===== config.mk =====
export PLATFORM = sky130hd
export DESIGN_NAME = max_window_sink
export DESIGN_NICKNAME = d
export VERILOG_FILES = /design/src/rtl/max_window_sink_pkg.sv /design/src/rtl/max_result_fifo.sv /design/src/rtl/max_window_sink.sv
export SDC_FILE = /design/constraint.sdc
export NUM_CORES = 1
export LEC_CHECK = 0
export CELL_PAD_IN_SITES_DETAIL_PLACEMENT = 0
export CELL_PAD_IN_SITES_GLOBAL_PLACEMENT = 1
export CORE_AREA = 8 8 135 137
export CTS_CLUSTER_DIAMETER = 50
export CTS_CLUSTER_SIZE = 25
export DETAILED_ROUTE_END_ITERATION = 10
export DIE_AREA = 0 0 143 145
export HOLD_SLACK_MARGIN = 0.1
export PLACE_DENSITY_LB_ADDON = 0.12
export RECOVER_POWER = 50
export SLEW_MARGIN = 25
export SYNTH_ARGS = -nofsm -noshare
export SYNTH_HDL_FRONTEND = slang
export SYNTH_SLANG_ARGS = --single-unit
export TNS_END_PERCENT = 100

===== constraint.sdc =====
create_clock -name clk -period 4.05 [get_ports clk]
set_clock_uncertainty 0.15 [all_clocks]
set_input_delay 0.81 -clock clk [delete_from_list [all_inputs] [get_ports clk]]
set_output_delay 0.81 -clock clk [all_outputs]
set_load 0.01 [all_outputs]

===== src/rtl/max_window_sink_pkg.sv =====
// Shared definitions for the window-maximum sink: FSM encoding, defaults, result entry layout.
package max_window_sink_pkg;

  localparam logic [0:0] ST_COLLECT = 1'b0;
  localparam logic [0:0] ST_CLEAR   = 1'b1;

  localparam int unsigned DEFAULT_W      = 32;
  localparam int unsigned DEFAULT_WINDOW = 100;
  localparam int unsigned DEFAULT_CNT_W  = 7;
  localparam int unsigned DEFAULT_IDX_W  = 16;

  // Result entry at default widths; the FIFO stores {data, idx} in this order.
  typedef struct packed {
    logic [DEFAULT_W-1:0]     data;
    logic [DEFAULT_IDX_W-1:0] idx;
  } res_entry_t;

  // Width of a {data, idx} result entry for arbitrary parameterisation.
  function automatic int unsigned res_entry_w(input int unsigned data_w,
                                              input int unsigned idx_w);
    return data_w + idx_w;
  endfunction

endpackage


===== src/rtl/max_result_fifo.sv =====
// Show-ahead result FIFO: head is always the oldest entry, push-while-full legal with a pop.
module max_result_fifo #(
  parameter int unsigned DW    = 48,
  parameter int unsigned DEPTH = 2
) (
  input  logic          clk,
  input  logic          rst_n,
  input  logic          push,
  input  logic [DW-1:0] push_data,
  input  logic          pop,
  output logic [DW-1:0] head_c,
  output logic          full_c,
  output logic          empty_c
);

  localparam int unsigned AW = $clog2(DEPTH);
  localparam int unsigned PW = AW + 1;

  logic [DW-1:0] mem [DEPTH];
  logic [PW-1:0] wr_ptr;
  logic [PW-1:0] rd_ptr;
  logic          do_push;
  logic          do_pop;

  // Extra pointer bit distinguishes full from empty when the addresses match.
  assign empty_c = (wr_ptr == rd_ptr);
  assign full_c  = (wr_ptr[AW] != rd_ptr[AW]) && (wr_ptr[AW-1:0] == rd_ptr[AW-1:0]);
  assign do_pop  = pop & ~empty_c;
  assign do_push = push & (~full_c | do_pop);
  assign head_c  = mem[rd_ptr[AW-1:0]];

  // Pointer update.
  always_ff @(posedge clk or negedge rst_n) begin
    if (!rst_n) begin
      wr_ptr <= '0;
      rd_ptr <= '0;
    end else begin
      if (do_push) wr_ptr <= wr_ptr + PW'(1);
      if (do_pop)  rd_ptr <= rd_ptr + PW'(1);
    end
  end

  // Storage; cleared on reset so the head reads zero while empty after reset.
  always_ff @(posedge clk or negedge rst_n) begin
    if (!rst_n) begin
      for (int unsigned i = 0; i < DEPTH; i++) mem[i] <= '0;
    end else if (do_push) begin
      mem[wr_ptr[AW-1:0]] <= push_data;
    end
  end

endmodule


===== src/rtl/max_window_sink.sv =====
// Gates the running-max stage, counts samples per window, queues each window maximum
// and clears the max stage with a one-cycle bubble between windows.
module max_window_sink
  import max_window_sink_pkg::*;
#(
  parameter int unsigned W      = DEFAULT_W,
  parameter int unsigned WINDOW = DEFAULT_WINDOW,
  parameter int unsigned CNT_W  = DEFAULT_CNT_W,
  parameter int unsigned DEPTH  = 2,
  parameter int unsigned IDX_W  = DEFAULT_IDX_W
) (
  input  logic             clk,
  input  logic             rst,
  input  logic             s_valid,
  output logic             s_ready,
  output logic             m_en,
  output logic             m_clr,
  input  logic [W-1:0]     y_in,
  output logic [W-1:0]     res_data,
  output logic [IDX_W-1:0] res_idx,
  output logic             res_valid,
  input  logic             res_ready,
  output logic [CNT_W-1:0] win_cnt
);

  localparam int unsigned    EW       = res_entry_w(W, IDX_W);
  localparam logic [CNT_W-1:0] LAST_CNT = CNT_W'(WINDOW - 1);

  logic [0:0]       state;
  logic [0:0]       state_nxt;
  logic [CNT_W-1:0] cnt;
  logic [IDX_W-1:0] idx;
  logic             last;
  logic             push;
  logic             pop;
  logic             fifo_full;
  logic             fifo_empty;
  logic [EW-1:0]    head;

  assign last      = (cnt == LAST_CNT);
  assign pop       = res_valid & res_ready;
  assign m_en      = s_valid & s_ready;
  assign push      = m_en & last;
  assign res_valid = ~fifo_empty;
  assign res_data  = head[EW-1:IDX_W];
  assign res_idx   = head[IDX_W-1:0];
  assign win_cnt   = cnt;

  // State register.
  always_ff @(posedge clk or negedge rst) begin
    if (!rst) state <= ST_COLLECT;
    else      state <= state_nxt;
  end

  // Next state and gating; the last sample stalls only if the FIFO cannot take it this cycle.
  always_comb begin
    state_nxt = state;
    s_ready   = 1'b0;
    m_clr     = 1'b0;
    case (state)
      ST_COLLECT: begin
        s_ready = ~(last & fifo_full & ~pop);
        if (s_valid & s_ready & last) state_nxt = ST_CLEAR;
      end
      ST_CLEAR: begin
        m_clr     = 1'b1;
        state_nxt = ST_COLLECT;
      end
    endcase
  end

  // Sample counter and window index.
  always_ff @(posedge clk or negedge rst) begin
    if (!rst) begin
      cnt <= '0;
      idx <= '0;
    end else if (m_en) begin
      if (last) begin
        cnt <= '0;
        idx <= idx + IDX_W'(1);
      end else begin
        cnt <= cnt + CNT_W'(1);
      end
    end
  end

  // Result queue of {window max, window index}.
  max_result_fifo #(
    .DW    (EW),
    .DEPTH (DEPTH)
  ) u_fifo (
    .clk       (clk),
    .rst_n     (rst),
    .push      (push),
    .push_data ({y_in, idx}),
    .pop       (pop),
    .head_c    (head),
    .full_c    (fifo_full),
    .empty_c   (fifo_empty)
  );

endmodule


==> results of run 1 <==
## per-stage QoR
step	instances	util, %
2_1_floorplan	380	-
3_3_place_gp	681	41.6
3_5_place_dp	681	41.6
4_1_cts	710	44.6
5_1_grt	710	44.6
6_report	710	44.6
## cell usage after synthesis, types with 2 or more instances
| master | instances |
|---|---|
| nor2_1 | 6 |
| mux2_4 | 10 |
| mux2_2 | 135 |
| and3_1 | 2 |
| nand2_1 | 10 |
| nand3_1 | 8 |
| clkbuf_1 | 3 |
| ha_1 | 2 |
| dfrtp_1 | 124 |
| buf_2 | 8 |
| buf_1 | 4 |
| nor3_1 | 4 |
| and4_1 | 3 |
| xor2_1 | 16 |
| and4bb_2 | 2 |
| nand4_1 | 6 |
| nand3b_1 | 2 |
| buf_6 | 2 |
| xnor2_1 | 9 |
| o21ai_0 | 2 |
| nor4_1 | 9 |
| inv_1 | 3 |
## power breakdown
| group | internal (uW) | switching (uW) | total [uW] | leakage [uW] |
|---|---|---|---|---|
| Clock | 800 | 494 | 1290 | 0.000244 |
| Combinational | 208 | 203 | 412 | 0.00157 |
| Sequential | 1270 | 69.7 | 1340 | 0.00171 |
## state kept, by name (all words and copies together), names as in the netlist
signal         flops
win_cnt            7
u_fifo.mem        96
u_fifo.rd_ptr      2
idx               16
state              1
u_fifo.wr_ptr      2
## placed cells by master (no fill, tap or decap), types with 2 or more instances in the layout
| master | instances |
|---|---|
| and3_1 | 2 |
| and4_1 | 3 |
| o21ai_0 | 2 |
| clkinv_2 | 3 |
| nand3b_1 | 2 |
| nor2_1 | 6 |
| nand4_1 | 6 |
| nand3_1 | 8 |
| clkbuf_8 | 2 |
| mux2_2 | 135 |
| nor3_1 | 4 |
| buf_12 | 4 |
| xor2_1 | 16 |
| clkbuf_16 | 17 |
| dfrtp_1 | 124 |
| ha_1 | 2 |
| mux2_4 | 10 |
| clkbuf_1 | 7 |
| inv_1 | 3 |
| dlygate4sd3_1 | 5 |
| clkdlybuf4s50_1 | 88 |
| nor4_1 | 9 |
| nand2_1 | 10 |
| and4bb_2 | 2 |
| xnor2_1 | 9 |
## kinds of logic after synthesis
kind of cell    Yosys count
compound gates            6
xor+xnor                 25
fa+ha+maj                 2
buf+inv                  21
flops                   124
mux                     146
simple gates             56
## cell type report
type,count,area (um^2)
clock buffer,26,479
clock inverter,3,15.0
fill,1489,8960
inverter,3,11.3
multi-input combinational,235,2310
sequential,124,3100
tap,220,275
timing repair buffer,99,1020
## routing by layer
layer | GRT usage (%) | wire length, um | part of all wire, %
met3 | 4.69 | 762 | 6.4
met5 | 0 | 0 | 0
met4 | 4.63 | 114 | 0.95
met2 | 18.3 | 5510 | 46
met1 | 15.7 | 5560 | 47
## worst paths after layout
check | slack, ps | to | from
min in group asynchronous | 660 | win_cnt[0]$_DFFE_PN0P_ | rst
hold reg to reg | 330 | idx[15]$_DFFE_PN0P_ | idx[15]$_DFFE_PN0P_
setup reg to reg | 1380 | u_fifo.mem[39]$_DFFE_PN0P_ | win_cnt[0]$_DFFE_PN0P_
hold / removal | 330 | idx[15]$_DFFE_PN0P_ | idx[15]$_DFFE_PN0P_
max in group asynchronous | 2050 | u_fifo.mem[4]$_DFFE_PN0P_ | rst
setup / recovery | 640 | m_en | s_valid
==> flow_metrics.tcl, run 1 <==
set metrics [dict create \
    path_delay_family "buffers and inverters" \
    synthMuxAreaShare_pct 30.6 \
    tightest_slew_ps 1630 \
    rsz0062_at_grt "false" \
    wl_mm 12.0 \
    report.final.slew_viol_count 62 \
    outcome "complete, but fails checks" \
    clkLatencyLatePin_ps 410 \
    violations "capacitance limit, slew limit" \
    synth_xor_xnor_area_share_pct 3.98 \
    routedWlPerCell_um 16.8 \
    ir_drop_mv 0.291 \
    leakagePower_uw 0.00353 \
    rows 47 \
    ys_ff_latch 124 \
    grt_pass1_wl_mm 19.9 \
    postCtsResizedCells 0 \
    grt.overflow.total 0 \
    area_growth_syn_to_layout_pct 31.2 \
    h-tree-depth 4 \
    arrival_ps 2450 \
    path_class "in2out" \
    grt_pass1_vias 3729 \
    cp_slowest_cell "dlygate4sd3_1" \
    synth_fp_nets 418 \
    design.portCount 95 \
    required_ps 3090 \
    groute.usage.overall_pct 12.2 \
    core_mm2 0.0162 \
    cts_hold_buffers 0 \
    setup_slack_ps 638 \
    layout_min_cycle_time_ps 3410 \
    diodes 0 \
    fin_crit_sh_pct 84.3 \
    initialDrtViolationCount 154 \
    timing.hold.ws_ps 333 \
    yosysUniqueCellTypes 32 \
    power.density_mw_per_mm2 423 \
    critPathMaxFanout 5 \
    yosys_warnings 0 \
    synthArstFlopShare_pct 100 \
    rr_worst_depth 6 \
    viasPerCell 4.71 \
    critical_path.startpoint_type "input pin" \
    finalSetupViolCount 0 \
    dieWidth_um 143 \
    worst_hold_path_type "reg2reg" \
    hold_viol_final 0 \
    syn_area_mm2 0.00550 \
    fin_tns_setup_ps 0 \
    antenna_left 0 \
    total_power_uw 3050 \
    end_kind "output pin" \
    chipHeight_um 145 \
    cp.depth 4 \
    yosys.area_share.simple_pct 5.82 \
    synth_top_area_cell "dfrtp_1" \
    dr.pass1.iters 4 \
    synth-edff-count 0 \
    crit_chain "dlygate4sd3_1 > nor2b_1 > o21a_1 > clkdlybuf4s50_1" \
    grt_max_degree 64 \
    yosys.area.top_type_share_pct 56.4 \
    pre_cts_slack_ps 654 \
    dieArea_mm2 0.0207 \
    critPathBufInv 2 \
    relSlewSlack_pct -8.65 \
    cts_tree "yes" \
    clockBufferDepth 2 \
    ys_top_cells_by_area "dfrtp_1 56%, mux2_2 28%, mux2_4 2.7%, xor2_1 2.5%, xnor2_1 1.4%" \
    cpPeakStageDelay_ps 570 \
    maxCapViolations 1 \
    cts_setup_buffers 0 \
    worstHoldPathCells 1 \
    cts_root_buf "clkbuf_16" \
    synth_top_family_by_area "multiplexers" \
    place.port_buffers 94 \
    syn_area_per_cell_um2 14.5 \
    nets 518 \
    yosysSeqAreaShare_pct 56.4 \
    antenna_found_initial 0 \
    place_area_mm2 0.00672 \
    fin_area_mm2 0.00721 \
    gp_congestion 0.746 \
    synth_fa_ha_area_share_pct 0.455 \
    dominantRegCellSynth "dfrtp_1" \
    clk_pin_slew_worst_paths_ps 50 \
    synth_cells 380 \
    clock_sinks 124 \
    drc 0 \
    numCtsBuffers 17 \
    initial_utilization_pct 34.0 \
    drive_gt1_share_pct 36.3 \
    max_freq_ghz 0.293 \
    dp_hpwl_mm 7.90 \
    synth_compound_area_share_pct 0.796 \
    vias 3344 \
]
No activity file was read; power rests on OpenSTA's default activity.
==> run 2, diff against run 1 <==
Clock period 4.05 ns to 3.1 ns, I/O delays scaled along.
==> flow_metrics.tcl, run 2 (same netlist as run 1, synthesis figures left out) <==
set metrics [dict create \
    cts_tree "yes" \
    clockBufferDepth 2 \
    antenna_left 0 \
    rsz0062_at_grt "false" \
    drc 0 \
    relSlewSlack_pct 26.9 \
    nets 526 \
    chipHeight_um 145 \
    grt_max_degree 50 \
    cpPeakStageDelay_ps 490 \
    outcome "finished clean" \
    worst_hold_path_type "reg2reg" \
    path_class "reg2out" \
    vias 3452 \
    arrival_ps 2110 \
    diodes 0 \
    top_register "u_fifo.mem" \
    layout_min_cycle_time_ps 2880 \
    ir_drop_mv 0.371 \
    design.portCount 95 \
    maxCapViolations 0 \
    rows 47 \
    end_kind "output pin" \
    antenna_found_initial 0 \
    stdcell_count 717 \
    final_common_cell "mux2_2" \
    required_ps 2330 \
    grt.overflow.total 0 \
    grt_pass1_wl_mm 20.5 \
    area_growth_syn_to_layout_pct 32.0 \
    fin_tns_setup_ps 0 \
    groute.usage.overall_pct 12.7 \
    clock_sinks 124 \
    report.final.slew_viol_count 0 \
    cp_slowest_cell "clkdlybuf4s50_1" \
    max_freq_ghz 0.347 \
    final_core_util_pct 44.9 \
    postCtsResizedCells 0 \
    critical_path.startpoint_type "register" \
    viasPerCell 4.81 \
    dieWidth_um 143 \
    grt_pass1_vias 3842 \
    power.density_mw_per_mm2 560 \
    numCtsBuffers 17 \
    finalSetupViolCount 0 \
    dp_hpwl_mm 7.99 \
    wl_mm 12.3 \
    placed_cells 688 \
    dieArea_mm2 0.0207 \
    tightest_slew_ps 1100 \
    gp_congestion 0.720 \
    critPathMaxFanout 6 \
    clkLatencyLatePin_ps 410 \
    place.port_buffers 94 \
    clk_pin_slew_worst_paths_ps 50 \
    initial_utilization_pct 34.0 \
    routedWlPerCell_um 17.1 \
    initialDrtViolationCount 95 \
    largest_reg_flops 96 \
    timing.hold.ws_ps 346 \
    leakagePower_uw 0.00356 \
    dr.pass1.iters 4 \
    final_cell_mix "135 x mux2_2, 123 x dfrtp_1, 90 x clkdlybuf4s50_1" \
    drive_gt1_share_pct 37.0 \
    fin_crit_sh_pct 93.0 \
    core_mm2 0.0162 \
    h-tree-depth 4 \
    hold_viol_final 0 \
    cts_root_buf "clkbuf_16" \
    crit_chain "xnor2_1 > nand3_1 > o21a_1 > clkdlybuf4s50_1" \
]
[run 2: changes by cell type in the layout (fill, tap and decap cells not counted), sizes merged]
cell,delta
clkbuf,+7
clkinv,-1
dlygate4sd3,-1
clkdlybuf4s50,+2
[run 2: repair_timing]
| action | in CTS | in global routing |
|---|---|---|
| buffers inserted | 0 | 0 |
| hold buffers | 1 | 0 |
| hold endpoints to repair | 40 | 0 |
[run 2: final cells by class]
| type | count | area (um^2) |
|---|---|---|
| tap | 220 | 275 |
| sequential | 124 | 3100 |
| clock buffer | 26 | 509 |
| multi-input combinational | 235 | 2300 |
| fill | 1501 | 8910 |
| clock inverter | 2 | 10.0 |
| timing repair buffer | 107 | 1040 |
| inverter | 3 | 11.3 |
[run 2: report_power, final]
part / internal, uW / leakage (uW) / total (uW) / switching (uW)
Combinational: 283 / 0.00159 / 582 / 299
Clock: 1110 / 0.000258 / 1750 / 646
Sequential: 1670 / 0.00171 / 1730 / 68.2
[run 2: per-stage QoR]
step           cell area, um^2  setup WS, ps  power [uW]
2_1_floorplan             5500           862        2070
3_3_place_gp              6780           239        2360
3_5_place_dp              6780           226        2370
4_1_cts                   7310           168        4150
5_1_grt                   7260          68.4        4250
6_report                  7260           216        4070
[run 2: final timing paths]
path	endpoint	slack, ps	from	cells after the start
min	u_fifo.mem[5]$_DFFE_PN0P_	350	u_fifo.mem[5]$_DFFE_PN0P_	1
max reg2reg	u_fifo.mem[30]$_DFFE_PN0P_	530	win_cnt[0]$_DFFE_PN0P_	6
max in group asynchronous	u_fifo.mem[60]$_DFFE_PN0P_	660	rst	3
min in group asynchronous	u_fifo.mem[45]$_DFFE_PN0P_	820	rst	2
max	m_en	220	u_fifo.rd_ptr[0]$_DFFE_PN0P_	4
min reg2reg	u_fifo.mem[5]$_DFFE_PN0P_	350	u_fifo.mem[5]$_DFFE_PN0P_	1
[run 2: critical path: cells and delay by family (launching register included)]
| family | cells | cell delay (ps) |
|---|---|---|
| buffers and inverters | 1 | 490 |
| flip-flops | 1 | 470 |
| AO/OA/AOI/OAI | 1 | 270 |
| XOR/XNOR | 1 | 250 |
| AND/OR/NAND/NOR | 1 | 230 |
[run 2: metal layers]
metal	vias up	GRT usage (%)	wire, um
met5	-	0	0
met4	0	5.42	206
met3	13	4.40	714
met2	76	19.1	5680
met1	1769	16.2	5670
li1	1594	-	-
==> run 3, diff against run 2 <==
Settings changed: CORE_AREA 8 8 135 137 to 8 8 128 130, CTS_CLUSTER_DIAMETER 50 to 200, DIE_AREA 0 0 143 145 to 0 0 136 138.
==> flow_metrics.tcl, run 3 (same netlist as run 1, synthesis figures left out) <==
set metrics [dict create \
    outcome "finished clean" \
    rsz0062_at_grt "false" \
    placed_cells 652 \
    cts_root_buf "clkbuf_16" \
    fin_area_mm2 0.00730 \
    initialDrtViolationCount 134 \
    routedWlPerCell_um 17.8 \
    h-tree-depth 4 \
    n_fill_cell 1275 \
    chipHeight_um 138 \
    reg2reg_slack_ps 610 \
    largest_reg_flops 96 \
    grt_max_degree 52 \
    hold_viol_final 0 \
    relSlewSlack_pct 11.4 \
    crit_chain "dlygate4sd3_1 > inv_1 > nand3_1 > o21a_1 > clkdlybuf4s50_1" \
    place.port_buffers 94 \
    critical_path.startpoint_type "input pin" \
    worst_hold_path_type "in2async" \
    wl_mm 12.2 \
    layout_min_cycle_time_ps 2960 \
    stdcell_count 684 \
    maxCapViolations 0 \
    cpPeakStageDelay_ps 560 \
    arrival_ps 2190 \
    power.switching_uw 1050 \
    report.final.slew_viol_count 0 \
    rows 44 \
    startpoint "res_ready" \
    fin_tns_setup_ps 0 \
    cts_tree "yes" \
    clockBufferDepth 2 \
    dr.pass1.iters 4 \
    top_register "u_fifo.mem" \
    final_common_cell "mux2_2" \
    dp_hpwl_mm 7.92 \
    critPathMaxFanout 4 \
    r2r-start "u_fifo.rd_ptr[0]$_DFFE_PN0P_" \
    power.density_mw_per_mm2 596 \
    diodes 0 \
    end_kind "output pin" \
    clkLatencyLatePin_ps 410 \
    pre_cts_slack_ps 259 \
    path_class "in2out" \
    grt_pass1_wl_mm 20.1 \
    clkPwrFrac_pct 46.6 \
    grt_pass1_vias 3699 \
    clock_sinks 124 \
    numCtsBuffers 17 \
    worstReg2RegEnd "u_fifo.mem[59]$_DFFE_PN0P_" \
    viasPerCell 4.95 \
    design.portCount 95 \
    initial_utilization_pct 38.4 \
    combPwrFrac_pct 12.9 \
    antenna_found_initial 0 \
    place_area_mm2 0.00673 \
    antenna_left 0 \
    cp_slowest_cell "dlygate4sd3_1" \
    clk_pin_slew_worst_paths_ps 50 \
    grt.overflow.total 0 \
    final_core_util_pct 51.0 \
    dieWidth_um 136 \
    ir_drop_mv 0.349 \
    rr_worst_depth 3 \
    finalSetupViolCount 0 \
    required_ps 2330 \
    leakagePower_uw 0.00360 \
    area_growth_syn_to_layout_pct 32.7 \
    internal_power_uw 3300 \
    max_freq_ghz 0.338 \
    groute.usage.overall_pct 13.7 \
    dieArea_mm2 0.0188 \
    drc 0 \
    nets 525 \
    core_mm2 0.0143 \
    gp_congestion 0.735 \
    tightest_slew_ps 1330 \
    setup_slack_ps 140 \
    fin_crit_sh_pct 95.5 \
    endpoint "m_en" \
    vias 3386 \
    final_cell_mix "135 x mux2_2, 123 x dfrtp_1, 91 x clkdlybuf4s50_1" \
    p_sw_share_pct 24.1 \
    pwr-share-seq_pct 40.5 \
    drive_gt1_share_pct 37.4 \
]
==> run 3: cell count changes in the layout (fill, tap and decap cells not counted), sizes merged <==
cell / change
bufinv: +3
clkbuf: -1
clkdlybuf4s50: +1
clkinv: +2
dlygate4sd3: -2
==> run 3: repair_timing <==
action                     CTS  global route
setup buffers                0             0
setup endpoints to repair    0             3
hold buffers                 0             0
hold endpoints to repair     0             0
resized for setup            0             2
==> run 3: worst min path at each step <==
stage | to | slack [ps]
finish | u_fifo.mem[16]$_DFFE_PN0P_ | 350
global route | u_fifo.mem[11]$_DFFE_PN0P_ | 360
CTS | u_fifo.mem[16]$_DFFE_PN0P_ | 130
detailed placement | u_fifo.mem[8]$_DFFE_PN0P_ | 340
global placement | idx[15]$_DFFE_PN0P_ | 330
floorplan | idx[0]$_DFFE_PN0P_ | 170
==> run 3: metrics by stage <==
stage	hold slack (ps)	power, uW
2_1_floorplan	174	2070
3_3_place_gp	326	2360
3_5_place_dp	337	2360
6_report	346	4350
5_1_grt	360	4540
4_1_cts	127	4410
==> run 3: power groups by stage <==
stage	clock, uW	sequential [uW]	combinational (uW)
after global placement	0	1790	573
final	2020	1760	561
after CTS	2080	1760	579
after detailed placement	0	1790	576
after global routing	2150	1770	610
after floorplan	0	1750	322
==> run 3: cell type report <==
type / instances / area (um^2) / area share, %
multi-input combinational: 235 / 2300 / 31.6
tap: 184 / 230 / 3.16
inverter: 3 / 11.3 / 0.154
timing repair buffer: 106 / 1040 / 14.3
sequential: 124 / 3110 / 42.6
clock inverter: 7 / 110 / 1.51
clock buffer: 25 / 495 / 6.79
==> run 3: worst max-delay path: cells and delay by family <==
kind / cells / cell delay (ps)
AND/OR/NAND/NOR: 1 / 180
AO/OA/AOI/OAI: 1 / 260
buffers and inverters: 3 / 1130
==> run 3: metal layers <==
layer	global-route usage [%]	wire, um	part of all wire (%)	up-vias
met1	17.9	5650	46	1704
met5	0	0	0	-
met4	5.73	199	1.6	0
li1	-	-	-	1584
met2	20.1	5570	46	82
met3	4.78	770	6.3	16
